==> config.mk <==
export PLATFORM = sky130hd
export DESIGN_NAME = dmme_stage
export DESIGN_NICKNAME = d
export VERILOG_FILES = /design/src/rtl/dmme_stage.sv
export SDC_FILE = /design/constraint.sdc
export NUM_CORES = 1
export LEC_CHECK = 0
export CORE_AREA = 2 2 318 320
export CTS_CLUSTER_DIAMETER = 200
export DETAILED_ROUTE_END_ITERATION = 16
export DIE_AREA = 0 0 320 322
export PLACE_DENSITY_LB_ADDON = 0.08
export SETUP_SLACK_MARGIN = 0.5
export SYNTH_ARGS = -nofsm -noshare
export SYNTH_HDL_FRONTEND = slang
export SYNTH_SLANG_ARGS = --single-unit
export TNS_END_PERCENT = 1
==> constraint.sdc <==
create_clock -name clk -period 4.2 [get_ports clk]
set_input_delay 1.26 -clock clk [delete_from_list [all_inputs] [get_ports clk]]
set_output_delay 1.26 -clock clk [all_outputs]
set_load 0.01 [all_outputs]
==> src/rtl/dmme_stage.sv <==
// Operand staging in front of a multiply core: an enable-gated input pipeline that drops zero-mask
// beats, a 2-entry result FIFO, and a per-job result counter that raises a done pulse.
module dmme_stage #(
  parameter int LANES    = 2,
  parameter int DW       = 64,
  parameter int CW       = 32,
  parameter int RCH      = 4,
  parameter int MW       = 4,
  parameter int IN_DEPTH = 1,
  parameter int CNT_W    = 8
) (
  input  logic                     clk,
  input  logic                     rst,
  input  logic                     en,
  input  logic                     in_valid,
  output logic                     in_ready,
  input  logic                     mode,
  input  logic [LANES*DW-1:0]      ain,
  input  logic [LANES*DW-1:0]      bin,
  input  logic [MW-1:0]            maskin,
  output logic                     core_valid,
  input  logic                     core_ready,
  output logic                     core_mode,
  output logic [LANES*DW-1:0]      core_ain,
  output logic [LANES*DW-1:0]      core_bin,
  output logic [2*LANES*MW-1:0]    core_mask,
  input  logic                     core_res_valid,
  output logic                     core_res_ready,
  input  logic [RCH*CW-1:0]        core_res,
  output logic                     out_valid,
  input  logic                     out_ready,
  output logic [RCH*CW-1:0]        out_data,
  input  logic [CNT_W-1:0]         cnt_target,
  output logic                     done,
  output logic [CNT_W-1:0]         result_count,
  output logic [CNT_W-1:0]         drop_count
);

  localparam int OW = LANES * DW;
  localparam int RW = RCH * CW;
  localparam logic [CNT_W-1:0] CNT_ONE = 1;
  localparam logic [CNT_W-1:0] CNT_MAX = '1;

  logic                adv;
  logic [IN_DEPTH-1:0] stg_valid;
  logic [IN_DEPTH-1:0] stg_mode;
  logic [OW-1:0]       stg_a    [IN_DEPTH];
  logic [OW-1:0]       stg_b    [IN_DEPTH];
  logic [MW-1:0]       stg_mask [IN_DEPTH];

  assign adv      = en & (~core_valid | core_ready);
  assign in_ready = adv;

  // Payload loads on every advance; only the valid bit decides whether a beat exists.
  always_ff @(posedge clk or negedge rst) begin
    if (!rst) begin
      stg_valid <= '0;
      stg_mode  <= '0;
      for (int i = 0; i < IN_DEPTH; i++) begin
        stg_a[i]    <= '0;
        stg_b[i]    <= '0;
        stg_mask[i] <= '0;
      end
    end else if (adv) begin
      stg_valid[0] <= in_valid & (|maskin);
      stg_mode[0]  <= mode;
      stg_a[0]     <= ain;
      stg_b[0]     <= bin;
      stg_mask[0]  <= maskin;
      for (int i = 1; i < IN_DEPTH; i++) begin
        stg_valid[i] <= stg_valid[i-1];
        stg_mode[i]  <= stg_mode[i-1];
        stg_a[i]     <= stg_a[i-1];
        stg_b[i]     <= stg_b[i-1];
        stg_mask[i]  <= stg_mask[i-1];
      end
    end
  end

  assign core_valid = stg_valid[IN_DEPTH-1];
  assign core_mode  = stg_mode[IN_DEPTH-1];
  assign core_ain   = stg_a[IN_DEPTH-1];
  assign core_bin   = stg_b[IN_DEPTH-1];
  assign core_mask  = {(2*LANES){stg_mask[IN_DEPTH-1]}};

  always_ff @(posedge clk or negedge rst) begin
    if (!rst) begin
      drop_count <= '0;
    end else if (adv && in_valid && (maskin == '0) && (drop_count != CNT_MAX)) begin
      drop_count <= drop_count + CNT_ONE;
    end
  end

  logic [RW-1:0] fifo_mem [2];
  logic          wr_ptr;
  logic          rd_ptr;
  logic [1:0]    occ;
  logic          push;
  logic          pop;

  // Ready depends only on occupancy, so a full FIFO refuses a push even while it is popping.
  assign core_res_ready = (occ != 2'd2);
  assign out_valid      = (occ != 2'd0);
  assign out_data       = fifo_mem[rd_ptr];
  assign push           = core_res_valid & core_res_ready;
  assign pop            = out_valid & out_ready;

  always_ff @(posedge clk or negedge rst) begin
    if (!rst) begin
      fifo_mem[0] <= '0;
      fifo_mem[1] <= '0;
      wr_ptr      <= 1'b0;
      rd_ptr      <= 1'b0;
      occ         <= 2'd0;
    end else begin
      if (push) begin
        fifo_mem[wr_ptr] <= core_res;
        wr_ptr           <= ~wr_ptr;
      end
      if (pop) begin
        rd_ptr <= ~rd_ptr;
      end
      if (push && !pop) begin
        occ <= occ + 2'd1;
      end else if (pop && !push) begin
        occ <= occ - 2'd1;
      end
    end
  end

  logic [CNT_W-1:0] cnt_inc;
  assign cnt_inc = result_count + CNT_ONE;

  // A zero target never matches, so the count simply wraps.
  always_ff @(posedge clk or negedge rst) begin
    if (!rst) begin
      result_count <= '0;
      done         <= 1'b0;
    end else if (pop) begin
      if ((cnt_target != '0) && (cnt_inc == cnt_target)) begin
        result_count <= '0;
        done         <= 1'b1;
      end else begin
        result_count <= cnt_inc;
        done         <= 1'b0;
      end
    end else begin
      done <= 1'b0;
    end
  end

endmodule

# Yosys cells after proc, flatten, opt, wreduce, memory -nomap -nowiden
# Cells that the tools add are included.
[op_classes]
n_lt_le_gt_ge = 3
reduce_logical = 14
n_eq_ne = 3
muxes = 11
add_sub_neg = 4
bitwise_logic = 10
[op_table]
columns = ["cell", "count"]
rows = [
  ["2-to-1 mux 128 bit", 4],
  ["bitwise mux 256 bit", 1],
  ["demux 128 bit (select 1 bit)", 1],
  ["adder 8 x 1 -> 8 bit, second input constant", 2],
  ["equality test 8 bit", 1],
  ["2-to-1 mux 8 bit", 1],
  ["!= test 8 bit, second input constant", 1],
  ["nonzero test 8 bit", 1],
  ["logical AND 1 bit", 7],
  ["bitwise AND 1 bit", 4],
  ["greater-or-equal comparator 2 bit, second input constant", 2],
  ["logical NOT 4 bit", 1],
  ["2-to-1 mux 2 bit", 2],
  ["inverter 1 -> 2 bit", 2],
  ["nonzero test 2 bit", 2],
  ["OR reduction 4 bit", 1],
  ["inverter 1 bit", 3],
  ["adder 2 x 1 -> 2 bit, second input constant", 1],
  ["logical NOT 1 bit", 2],
  ["< comparator 2 x 1 -> 1 bit, second input constant", 1],
  ["2-to-1 mux 1 bit", 2],
  ["!= test 2 bit, second input constant", 1],
  ["subtractor 2 x 1 -> 2 bit, second input constant", 1],
  ["OR 1 bit", 1],
]
[totals]
in_bits = 404
register_bits = 539
output_inout_bits = 422

# Depth between registers and ports, before layout
# Gate-level depths: netlist (run 1).
[depth]
ltp_word = 6
mapped_depth = 7
mapped_depth_nobuf = 7

# Least setup slack after synthesis (run 1)
# No wires, ideal clock.
[synth_path]
path_kind = "input -> output"
startpoint = "input core_ready"
endpoint = "output in_ready"
path_buffers = 1
required_ns = 2.940
arrival_time_ns = 1.915
setup_slack_ns = 1.025
path_stages = 3
cell_sequence = "o21ai_1 -> inv_2 -> clkbuf_1"
[synth_between]
elab_chain_cells = 2
[synth_lines]
columns = ["element", "line", "rtl"]
rows = [
  ["from (decl)", "22", "input logic core_ready,"],
  ["OR 1 bit", "51", "assign adv = en & (~core_valid | core_ready);"],
  ["bitwise AND 1 bit", "51", ""],
  ["to (decl)", "16", "output logic in_ready,"],
]
# Every way passes these cells.

# Final worst setup path (run 1)
[layout_path]
startpoint = "register rd_ptr"
endpoint = "output out_data[100]"
[layout_between]
elab_chain_cells = 4
[layout_lines]
columns = ["element", "line", "rtl"]
rows = [
  ["from (decl)", "96", "logic rd_ptr;"],
  ["from (signal assigned)", "121", "rd_ptr <= ~rd_ptr;"],
  ["inverter 1 -> 2 bit (implied by the code)", "104", "assign out_data = fifo_mem[rd_ptr];"],
  ["2-to-1 mux 128 bit (implied by the code) (3 in series)", "104", ""],
  ["to (decl)", "32", "output logic [RCH*CW-1:0] out_data,"],
]
# Every way passes these cells. The select of a mux whose other input is x is not followed.

==> results of run 1 <==
-- layer usage --
layer	vias up	share of wire (%)	GRT usage (%)	wire length [µm]
met4	62	3.8	7.606	3371
met1	8207	36	17.68	32340
li1	7857	-	-	-
met2	570	48	28.25	43170
met3	186	11	8.973	10140
met5	-	0.45	0	399
-- report_power, final --
part | total [mW] | switching (mW) | leakage, nW | internal, mW
Combinational | 9.02 | 3.81 | 7.50 | 5.21
Sequential | 7.76 | 0.870 | 6.49 | 6.89
Clock | 5.76 | 2.37 | 1.07 | 3.39
Total | 22.5 | 7.05 | 15.1 | 15.5
-- through the flow --
step           setup WS, ns  total power [mW]
2_1_floorplan         1.025             12.11
3_3_place_gp         0.3811             16.82
3_5_place_dp         0.3745             16.98
4_1_cts              0.3737             23.04
5_1_grt              0.4979             23.87
6_report             0.5874             22.54
-- flip-flops by register name, indices dropped and copies added, names as in the netlist --
signal and cells:
core_ain 128, wr_ptr 1, fifo_mem 256, rd_ptr 1, stg_mask 4, core_mode 1, done 1, result_count 8
occ 2, core_bin 128, drop_count 8, core_valid 1
-- timing repair --
item	4_1_cts	5_1_grt
buffers inserted	4	0
setup endpoints to repair	107	4
gates resized for setup	1	1
hold buffers	0	0
-- Yosys cell counts (2+ instances only) --
cell / instances
inv_2: 2
a21oi_1: 11
xor2_1: 8
nor4_1: 2
nand2_1: 793
nand2b_1: 5
clkbuf_1: 63
inv_1: 3
nand4_1: 4
nor3_1: 4
nand3_1: 2
and3_1: 4
nor2_1: 6
buf_2: 35
o211ai_1: 2
mux2_2: 379
ha_1: 3
mux2_1: 6
buf_4: 13
dfrtp_1: 539
xnor2_1: 19
-- cell families after synthesis --
group | Yosys count | share of synthesized area, %
muxes | 386 | 19.75
and+or+nand+nor | 828 | 14.51
xor gates and xnor gates | 27 | 1.075
DFF | 539 | 61.30
buffers and inverters | 118 | 2.468
AOI/OAI and AO/OA | 21 | 0.7279
adders and majority gates | 3 | 0.1706
-- how the worst max path moves through the flow --
stage | cells past startpoint | slack [ns] | end
final | 4 | 0.59 | out_data[100]
after global routing | 4 | 0.50 | out_data[100]
after CTS | 4 | 0.37 | in_ready
after detailed placement | 4 | 0.37 | in_ready
after global placement | 4 | 0.38 | in_ready
after floorplan | 3 | 1.03 | in_ready
-- worst max-delay path, delay by kind of cell, from the launching register on --
family	cells	cell delay [ns]
buffers and inverters	3	0.90
multiplexers	1	0.37
flip-flops	1	0.45
-- area by class of cell --
class	count	area, µm²	area share, %
Antenna cell	14	35.03	0.1029
Clock buffer	103	2068	6.073
Clock inverter	14	95.09	0.2792
Inverter	5	26.28	0.07715
Multi-Input combinational cell	1265	7998	23.48
Sequential cell	539	13490	39.61
Tap cell	1298	1624	4.769
Timing Repair Buffer	859	8720	25.60
==> impl_metrics.env, run 1 <==
export IMPL_gr_usage_all_layers_pct=16.96
export IMPL_post_route_period_util_pct=86.01
export IMPL_dr_total_vias=16880
export IMPL_cts_htree_levels=3
export IMPL_r2r_setup_slack_ns=1.65
export IMPL_cts_max_path_buffers=3
export IMPL_antenna_found_initial=45
export IMPL_crit_chain="buf_12 -> buf_6 -> mux2_2 -> clkdlybuf4s50_1"
export IMPL_fillCellCount=9946
export IMPL_nets=3146
export IMPL_holdCritStartpoint="core_bin[76]$_DFFE_PN0P_"
export IMPL_cp_slowest_stage_delay_ns=0.54
export IMPL_placed_cell_area_um2=31800
export IMPL_critPathMaxFanout=18
export IMPL_reg2reg_depth=6
export IMPL_endpoint_kind="output pin"
export IMPL_vias_per_cell=4.121
export IMPL_rsz0062_at_grt="yes"
export IMPL_hold_viol_final=0
export IMPL_core_um2=99570
export IMPL_clk_latency_ns=0.62
export IMPL_vdd_drop_max_mv=0.2813
export IMPL_hold_class="reg2reg"
export IMPL_final_common_cell="clkdlybuf4s50_1"
export IMPL_dieArea_um2=103000
export IMPL_first_iter_violations=709
export IMPL_dr_pass1_iters=6
export IMPL_drive_gt1_share_pct=18.99
export IMPL_async_reset_ff_share_pct=100.0
export IMPL_setup_tns_ns=0
export IMPL_mostFrequentLayoutCells="823 x clkdlybuf4s50_1, 792 x nand2_1, 538 x dfrtp_1"
export IMPL_tightest_slew_ns=1.309
export IMPL_io_pins=826
export IMPL_synthFlopType="dfrtp_1"
export IMPL_finalSetupViolations=0
export IMPL_cts_sinks=539
export IMPL_ys_ff_latch=539
export IMPL_leakage_nw=15.06
export IMPL_cap_violations=0
export IMPL_status="complete, no violations"
export IMPL_yosysUniqueCellTypes=40
export IMPL_hold_slack_ns=0.4706
export IMPL_clkTransAtPathRegs_ns=0.05
export IMPL_grt_pass1_vias=18350
export IMPL_start_kind="register"
export IMPL_final_area_um2=34060
export IMPL_synth_area_um2=22000
export IMPL_grt_ovfl_total=0
export IMPL_ant_nets=0
export IMPL_max_slew_margin_pct=12.76
export IMPL_hold_depth=2
export IMPL_die_y_um=322
export IMPL_dieWidth_um=320
export IMPL_ys_seq_area_share_pct=61.30
export IMPL_min_to="core_bin[76]$_DFFE_PN0P_"
export IMPL_synth_area_top_cells="dfrtp_1 61%, mux2_2 19%, nand2_1 14%"
export IMPL_yosysWarningCount=0
export IMPL_grt_start_max_net_pins=177
export IMPL_finalClockSkew_ns=0.01570
export IMPL_crit_arrival_ns=2.35
export IMPL_syn_area_per_cell_um2=11.45
export IMPL_cts_made_buffers=69
export IMPL_portBuffers=825
export IMPL_final_max_slew_violation_count=0
export IMPL_post_route_util_pct=34.21
export IMPL_startpoint="rd_ptr$_DFFE_PN0P_"
export IMPL_wl_per_cell_um=21.83
export IMPL_crit_type="reg2out"
export IMPL_cts_root_buffer_cell="clkbuf_16"
export IMPL_wl_um=89420
export IMPL_initial_core_util_pct=22.10
export IMPL_synth_top_area_cell="dfrtp_1"
export IMPL_r2r_end="core_ain[112]$_DFFE_PN0P_"
export IMPL_grt_pass1_wl_um=128200
export IMPL_synth_edf_count=0
export IMPL_crit_reg2reg_launch="core_valid$_DFFE_PN0P_"
export IMPL_slowest_stage="clkdlybuf4s50_1"
export IMPL_instances_no_fill=4097
export IMPL_drc=0
export IMPL_pwr_density_cell_nw_per_um2=661.8
export IMPL_dp_hpwl_um=65640
export IMPL_fmax_mhz=276.8
export IMPL_place_gp_congestion=0.7956
export IMPL_rows=116
export IMPL_synth_cells=1922
export IMPL_synth_fp_nets=2329
export IMPL_areaGrowthSynthToFinish_pct=54.79
export IMPL_layout_min_cycle_time_ns=3.613
export IMPL_required_ns=2.94
export IMPL_placed_cells=3962
export IMPL_cts_tree="done"
export IMPL_synth_top_area_share_pct=61.30
No activity file was read; power rests on OpenSTA's default activity.
==> inputs of run 2 (changes only) <==
--- a/config.mk
+++ b/config.mk
@@ -5,12 +5,15 @@
 export SDC_FILE = /design/constraint.sdc
 export NUM_CORES = 1
 export LEC_CHECK = 0
+export CAP_MARGIN = 20
 export CORE_AREA = 2 2 318 320
 export CTS_CLUSTER_DIAMETER = 200
 export DETAILED_ROUTE_END_ITERATION = 16
 export DIE_AREA = 0 0 320 322
+export GPL_TIMING_DRIVEN = 0
 export PLACE_DENSITY_LB_ADDON = 0.08
 export SETUP_SLACK_MARGIN = 0.5
+export SLEW_MARGIN = 40
 export SYNTH_ARGS = -nofsm -noshare
 export SYNTH_HDL_FRONTEND = slang
 export SYNTH_SLANG_ARGS = --single-unit
==> impl_metrics.env, run 2 (synthesis gave the netlist of run 1 again) <==
export IMPL_place_gp_congestion=0.8146
export IMPL_portBuffers=825
export IMPL_post_route_period_util_pct=88.02
export IMPL_required_ns=2.94
export IMPL_antenna_found_initial=35
export IMPL_mostFrequentLayoutCells="822 x clkdlybuf4s50_1, 793 x nand2_1, 539 x dfrtp_1"
export IMPL_vias_per_cell=4.151
export IMPL_r2r_end="core_ain[59]$_DFFE_PN0P_"
export IMPL_cts_sinks=539
export IMPL_post_route_util_pct=34.84
export IMPL_wl_per_cell_um=21.81
export IMPL_tightest_slew_ns=0.7150
export IMPL_hold_class="reg2reg"
export IMPL_nets=3238
export IMPL_finalSetupViolations=0
export IMPL_ant_nets=0
export IMPL_dr_pass1_iters=5
export IMPL_crit_type="in2out"
export IMPL_core_um2=99570
export IMPL_hold_viol_final=0
export IMPL_endpoint_kind="output pin"
export IMPL_io_pins=826
export IMPL_grt_pass1_wl_um=130700
export IMPL_grt_ovfl_total=0
export IMPL_crit_reg2reg_launch="core_valid$_DFFE_PN0P_"
export IMPL_regMostFlops="fifo_mem"
export IMPL_dieWidth_um=320
export IMPL_first_iter_violations=663
export IMPL_fillCellCount=10000
export IMPL_areaGrowthSynthToFinish_pct=57.66
export IMPL_critPathMaxFanout=10
export IMPL_finalClockSkew_ns=0.02759
export IMPL_dp_hpwl_um=71420
export IMPL_reg2reg_depth=9
export IMPL_dr_total_vias=17400
export IMPL_status="complete, no violations"
export IMPL_cts_max_path_buffers=3
export IMPL_start_kind="primary input"
export IMPL_rsz0062_at_grt="yes"
export IMPL_final_max_slew_violation_count=0
export IMPL_dieArea_um2=103000
export IMPL_fmax_mhz=270.5
export IMPL_hold_slack_ns=0.4728
export IMPL_gr_usage_all_layers_pct=17.38
export IMPL_final_common_cell="clkdlybuf4s50_1"
export IMPL_crit_end="in_ready"
export IMPL_vdd_drop_max_mv=0.2875
export IMPL_cts_root_buffer_cell="clkbuf_16"
export IMPL_leakage_nw=15.43
export IMPL_grt_start_max_net_pins=70
export IMPL_layout_min_cycle_time_ns=3.697
export IMPL_cap_violations=0
export IMPL_die_y_um=322
export IMPL_postCtsHoldBufs=0
export IMPL_cts_made_buffers=71
export IMPL_wl_um=91450
export IMPL_cts_tree="done"
export IMPL_largest_reg_flops=256
export IMPL_startpoint="core_ready"
export IMPL_rows=116
export IMPL_cts_htree_levels=3
export IMPL_initial_core_util_pct=22.10
export IMPL_drive_gt1_share_pct=20.37
export IMPL_crit_arrival_ns=2.44
export IMPL_drc=0
export IMPL_pwr_density_cell_nw_per_um2=667.6
export IMPL_clkTransAtPathRegs_ns=0.05
export IMPL_r2r_setup_slack_ns=1.61
export IMPL_grt_pass1_vias=18720
export IMPL_max_slew_margin_pct=52.33
export IMPL_clk_latency_ns=0.64
[run 2: per-layer routing]
metal	GRT usage (%)	share of wire, %	vias up	routed length [µm]
li1	-	-	8051	-
met1	18.13	36	8505	32920
met2	29.91	50	605	45350
met3	8.841	10	189	9551
met4	6.302	3.6	52	3287
met5	0	0.36	-	331
[run 2: through the flow]
stage / setup WS, ns / total power [mW] / instance area [µm²] / setup TNS, ns / instances
floorplan: 1.025 / 12.11 / 22000 / 0 / 1922
global placement: -23.56 / 16.93 / 31880 / - / 4045
detailed placement: -0.3630 / 17.04 / 32110 / -0.3630 / 4053
CTS: 0.3536 / 23.66 / 34650 / 0 / 4183
global route: 0.4598 / 24.50 / 34680 / 0 / 4190
finish: 0.5032 / 23.16 / 34690 / 0 / 4192
[run 2: how the worst min path moves through the flow]
| stage | cells past startpoint | slack (ns) | from | endpoint |
|---|---|---|---|---|
| floorplan | 1 | 0.46 | occ[1]$_DFFE_PN0P_ | occ[1]$_DFFE_PN0P_ |
| global placement | 2 | 0.46 | core_ain[76]$_DFFE_PN0P_ | core_ain[76]$_DFFE_PN0P_ |
| detailed placement | 2 | 0.46 | core_ain[61]$_DFFE_PN0P_ | core_ain[61]$_DFFE_PN0P_ |
| CTS | 2 | 0.48 | core_bin[94]$_DFFE_PN0P_ | core_bin[94]$_DFFE_PN0P_ |
| global route | 2 | 0.49 | core_mode$_DFFE_PN0P_ | core_mode$_DFFE_PN0P_ |
| finish | 2 | 0.47 | core_ain[95]$_DFFE_PN0P_ | core_ain[95]$_DFFE_PN0P_ |
[run 2: worst max-delay path, cell delays in order]
cell and delay, ns:
clkdlybuf4s50_1 0.45, o21ai_4 0.22, inv_6 0.06, clkbuf_8 0.16
dlygate4sd2_1 0.28
[run 2: cell type report]
cell class	instances	area (µm²)	area share [%]
inverter	5	23.77	0.06853
sequential	539	13490	38.88
buffer	113	593.1	1.710
clock buffer	103	2162	6.233
clock inverter	25	289.0	0.8332
tap	1298	1624	4.682
antenna	8	20.02	0.05771
timing repair buffer	836	8507	24.52
multi-input combinational	1265	7983	23.01
[run 2: report_power, final]
group,switching [mW],internal [mW]
clock network,2.41,3.94
logic,3.86,5.22
registers,0.841,6.89
total,7.11,16.0
[run 2: what timing repair did]
| item | CTS | global route |
|---|---|---|
| buffers inserted | 2 | 1 |
| pin swaps | 1 | 1 |
| setup endpoints to repair | 129 | 111 |
| gates resized for setup | 33 | 15 |
==> inputs of run 3 (changes only) <==
--- a/config.mk
+++ b/config.mk
@@ -5,9 +5,9 @@
 export SDC_FILE = /design/constraint.sdc
 export NUM_CORES = 1
 export LEC_CHECK = 0
+export ABC_CLOCK_PERIOD_IN_PS = 4200
 export CAP_MARGIN = 20
 export CORE_AREA = 2 2 318 320
-export CTS_CLUSTER_DIAMETER = 200
 export DETAILED_ROUTE_END_ITERATION = 16
 export DIE_AREA = 0 0 320 322
 export GPL_TIMING_DRIVEN = 0
==> results of run 3 <==
Same layout as run 2: the final DEF is identical, and so are final timing and power.
